<file path="config.mk">
export PLATFORM = sky130hd
export DESIGN_NAME = pe_ws_dbuf
export DESIGN_NICKNAME = d
export VERILOG_FILES = /design/src/rtl/pe_ws_dbuf.sv
export SDC_FILE = /design/constraint.sdc
export NUM_CORES = 1
export LEC_CHECK = 0
export CORE_ASPECT_RATIO = 0.9
export CORE_UTILIZATION = 40
export CTS_CLUSTER_SIZE = 16
export DETAILED_ROUTE_END_ITERATION = 7
export DONT_BUFFER_PORTS = 1
export PLACE_DENSITY_LB_ADDON = 0.25
export SETUP_SLACK_MARGIN = 0.2
export SKIP_LAST_GASP = 1
export SYNTH_ARGS = -nofsm -noshare
export SYNTH_HDL_FRONTEND = slang
export SYNTH_SLANG_ARGS = --single-unit
</file>
<file path="constraint.sdc">
create_clock -name i_clk -period 20.4 [get_ports i_clk]
set_input_delay 1.02 -clock i_clk [delete_from_list [all_inputs] [get_ports i_clk]]
set_output_delay 1.02 -clock i_clk [all_outputs]
set_load 0.01 [all_outputs]
</file>
<file path="src/rtl/pe_ws_dbuf.sv">
// Weight-stationary PE with NBANK double-buffered weight banks, signed/unsigned MAC,
// optional saturating accumulation, sticky overflow/load-error flags and right-neighbour forwarding.
module pe_ws_dbuf #(
  parameter int  DATA_W = 8,
  parameter int  ACC_W  = 32,
  parameter int  NBANK  = 2,
  parameter int  PIPE   = 1,
  parameter int  SAT    = 1,
  localparam int IW     = $clog2(NBANK)
) (
  input  logic                     i_clk,
  input  logic                     i_rst_n,
  input  logic [DATA_W-1:0]        i_a_in,
  input  logic [DATA_W-1:0]        i_b_in,
  input  logic                     i_en,
  input  logic                     i_clr,
  input  logic                     i_bypass,
  input  logic                     i_is_unsigned,
  input  logic                     i_w_load,
  input  logic [IW-1:0]            i_w_idx,
  input  logic                     i_swap,
  output logic [DATA_W-1:0]        o_a_out,
  output logic                     o_w_load_out,
  output logic [IW-1:0]            o_w_idx_out,
  output logic                     o_swap_out,
  output logic [IW-1:0]            o_act_bank,
  output logic signed [ACC_W-1:0]  o_acc,
  output logic                     o_ovf,
  output logic                     o_load_err
);

  localparam int MSB = ACC_W - 1;

  logic [DATA_W-1:0] r_bank [NBANK];
  logic [IW-1:0]     r_act_bank;
  logic [ACC_W-1:0]  r_acc;
  logic              r_ovf;
  logic              r_load_err;

  logic [DATA_W-1:0] w_w;
  logic [ACC_W-1:0]  w_a_ext;
  logic [ACC_W-1:0]  w_w_ext;
  logic [ACC_W-1:0]  w_p;
  logic [ACC_W-1:0]  w_base;
  logic [ACC_W-1:0]  w_sum;
  logic [ACC_W-1:0]  w_acc_res;
  logic              w_ovf_op;
  logic              w_conflict;
  logic [IW-1:0]     w_next_bank;

  assign w_w     = r_bank[r_act_bank];
  assign w_a_ext = i_is_unsigned ? {{(ACC_W-DATA_W){1'b0}}, i_a_in}
                                 : {{(ACC_W-DATA_W){i_a_in[DATA_W-1]}}, i_a_in};
  assign w_w_ext = i_is_unsigned ? {{(ACC_W-DATA_W){1'b0}}, w_w}
                                 : {{(ACC_W-DATA_W){w_w[DATA_W-1]}}, w_w};
  // ACC_W >= 2*DATA_W+1 so the truncated product is exact in both modes
  assign w_p     = i_bypass ? w_a_ext : w_a_ext * w_w_ext;

  // clr together with en starts a fresh accumulation from zero
  assign w_base    = i_clr ? '0 : r_acc;
  assign w_sum     = w_base + w_p;
  assign w_ovf_op  = (w_base[MSB] == w_p[MSB]) && (w_sum[MSB] != w_base[MSB]);
  assign w_acc_res = (SAT != 0 && w_ovf_op)
                   ? (w_base[MSB] ? {1'b1, {(ACC_W-1){1'b0}}} : {1'b0, {(ACC_W-1){1'b1}}})
                   : w_sum;

  // Conflict uses the pre-swap bank; a write to the bank being read this cycle is dropped
  assign w_conflict  = i_w_load && i_en && (i_w_idx == r_act_bank);
  assign w_next_bank = (r_act_bank == IW'(NBANK-1)) ? '0 : r_act_bank + IW'(1);

  always_ff @(posedge i_clk) begin
    if (!i_rst_n) begin
      for (int i = 0; i < NBANK; i++) r_bank[i] <= '0;
      r_act_bank <= '0;
      r_acc      <= '0;
      r_ovf      <= 1'b0;
      r_load_err <= 1'b0;
    end else begin
      if (i_w_load && !w_conflict) r_bank[i_w_idx] <= i_b_in;
      if (w_conflict)              r_load_err <= 1'b1;
      if (i_swap)                  r_act_bank <= w_next_bank;
      if (i_en) begin
        r_acc <= w_acc_res;
        r_ovf <= i_clr ? w_ovf_op : (r_ovf | w_ovf_op);
      end else if (i_clr) begin
        r_acc <= '0;
        r_ovf <= 1'b0;
      end
    end
  end

  generate
    if (PIPE != 0) begin : g_pipe
      logic [DATA_W-1:0] r_a_out;
      logic              r_w_load_out;
      logic [IW-1:0]     r_w_idx_out;
      logic              r_swap_out;
      always_ff @(posedge i_clk) begin
        if (!i_rst_n) begin
          r_a_out      <= '0;
          r_w_load_out <= 1'b0;
          r_w_idx_out  <= '0;
          r_swap_out   <= 1'b0;
        end else begin
          r_a_out      <= i_a_in;
          r_w_load_out <= i_w_load;
          r_w_idx_out  <= i_w_idx;
          r_swap_out   <= i_swap;
        end
      end
      assign o_a_out      = r_a_out;
      assign o_w_load_out = r_w_load_out;
      assign o_w_idx_out  = r_w_idx_out;
      assign o_swap_out   = r_swap_out;
    end else begin : g_comb
      assign o_a_out      = i_a_in;
      assign o_w_load_out = i_w_load;
      assign o_w_idx_out  = i_w_idx;
      assign o_swap_out   = i_swap;
    end
  endgenerate

  assign o_act_bank = r_act_bank;
  assign o_acc      = r_acc;
  assign o_ovf      = r_ovf;
  assign o_load_err = r_load_err;

endmodule
</file>
==> metrics.txt <==
CP peak stage delay=760 ps; Final Hold Viols=0; Avg Inst Size Synth=9.28 um^2; die height=169 um; Placer Congestion=0.907; Relative slew margins=29.4%; CTS buffer count=9; switching power=1.11 mW; async set-reset flop share out of synthesis=0%; WL/cell=18.0 um; minimum clock period=11,250 ps; RSZ-0062 raised after global routing=no; WHS=548 ps; Fmax achieved=88.9 MHz; EDFF count, synth=16; max reg flops=32; Tot GR Track Use=20.4%; Final Cycle Share=55.1%; commonest non-fill, non-tap cell in the layout=inv_1; area growth from synthesis to layout=5.22%; antenna-violating nets left=0; count of different cell masters after synthesis=75; post-route cell area=13,100 um^2; CTS Hold Buffers Added=0; first drt pass iteration count=5; core area=30,300 um^2; Hold/Removal Path Class=reg2reg; flops & latches, synth=63; Slew Viols, Final=0; Setup Buffers After CTS=0; cts repair resizes=0; number of vias per cell=5.31; worst setup margin=9150 ps; CP Capture Type=flip-flop; clock skew=17.6 ps; die footprint=31,800 um^2; Combinational Power Share=82.8%; P_int=998 uW; root buffer cell=clkbuf_16; placed insts=1,707; status=finished clean; Max-Cap Viols=0; total leakage power=6.41 nW; Seq/Total Area, Yosys=11.4%; DRT iter0 DRCs=562; Routed WL=31,000 um; setup violators final=0; dpl hpwl=26,000 um; CP Max Fanout=26; cell family with most CP delay=adder cells; WHS Path Cells=2; Boundary Pins=71; Critical Path Most Common Cell=fa_1; deepest clock path buffer count=2; Fin Setup TNS=0 ps; Multi-input gate area=10,000 um^2; worst skew pair latency=350 ps; worst slack, placed=8910 ps; Post-Layout Cell Count=1,723; vias in the first global route=9,324; share of cells above drive strength 1=5.08%; Crit. path cell count=34; filler instances=3,006; Post-Syn Area=12,400 um^2; Mapped Nets=1,708; worst-margin pin slew=1060 ps; H-Tree Depth=3; routed vias=9,153; overall die width=188 um; starting density of the core=41.1%; R2R depth=34; PD cells=161 nW/um^2; largest net degree at the start of global routing=49; GRT Residual Overflow=0; drt drc=0; Rows=60; first-pass GRT wire length=50,800 um; CP startpoint kind=flip-flop; Main synth FF type=dfxtp_1; clock share of power=8.4%; CP Class=reg2reg; Sequential Power Share=8.8%; Max stage delay cell, worst path=a21oi_4; register area=1420 um^2; CP Data Required Time=20,600 ps; port buffer count=0; CTS sink count=63; switching part of the total=52.7%; Ant. Diodes=0; Peak supply drop=0.0800 mV; crit path buf inv count=5; # nets final=1,681; most frequent cells in the layout=207 x inv_1, 192 x fa_1, 149 x ha_1; Syn. warnings=0; Reg clk slew, reported paths=60 ps; CTS tree=yes; initial antenna violation count=0; Cell Area, Placed=12,800 um^2; cells after synthesis=1,342; critical path arrival=11,440 ps
[kinds of logic after synthesis]
family                     Yosys count  synth area share (%)
AOI/OAI and AO/OA                  266                  14.1
and+or+nand+nor                    335                  14.1
adders and majority gates          341                  45.9
muxes                               19                  1.68
DFF                                 63                  11.4
buffers and inverters              248                  7.86
xor gates and xnor gates            70                  4.93
[worst min-delay path: stages (launching register included)]
cell and delay (ps):
dfxtp_1 350, nand3b_1 90, o21ai_1 60
[metal layers]
metal	GRT usage [%]	part of all wire, %
met1	28.1	46
met4	4.21	1.4
met2	33.9	48
met5	0	0
met3	3.45	4.5
[metrics by stage]
stage / power [mW] / util, %
global route: 2.35 / 43.3
floorplan: 1.58 / -
global placement: 1.94 / 42.2
detailed placement: 1.94 / 42.2
finish: 2.11 / 43.3
CTS: 2.14 / 43.3
[cell type report]
cell class	instances	area share (%)
multi-input combinational	1031	76.7
sequential	63	10.9
inverter	207	5.93
tap	403	3.85
clock buffer	11	1.85
clock inverter	5	0.621
timing repair buffer	3	0.172
[synth_stat cells, types with 16 or more instances]
cell | n | area [um^2]
a21o_1 | 26 | 195
a21oi_1 | 68 | 340
and2_1 | 75 | 469
clkbuf_1 | 33 | 124
dfxtp_1 | 47 | 941
edfxtp_1 | 16 | 480
fa_1 | 192 | 3840
ha_1 | 149 | 1860
inv_1 | 207 | 777
nand2_1 | 85 | 319
nand2b_1 | 16 | 100
nor2_1 | 42 | 158
nor2b_1 | 41 | 257
nor3_1 | 16 | 80.1
o21ai_0 | 72 | 360
xnor2_1 | 47 | 412
xor2_1 | 23 | 201
[worst paths after layout]
kind / startpoint / to / slack, ps
min: o_ovf$_SDFFE_PN0P_ / o_ovf$_SDFFE_PN0P_ / 550
max reg2reg: flip-flop / o_acc[30]$_SDFF_PN0_ / 9150
min reg2reg: o_ovf$_SDFFE_PN0P_ / o_ovf$_SDFFE_PN0P_ / 550
max: flip-flop / o_acc[30]$_SDFF_PN0_ / 9150
[power by group through the flow]
stage / logic [mW] / clock network, mW / registers (mW)
after detailed placement: 1.75 / 0 / 0.189
final: 1.75 / 0.177 / 0.185
after floorplan: 1.40 / 0 / 0.179
after CTS: 1.77 / 0.181 / 0.187
after global routing: 1.97 / 0.186 / 0.189
after global placement: 1.75 / 0 / 0.189
Note: power is estimated with default switching activity, not from simulation.
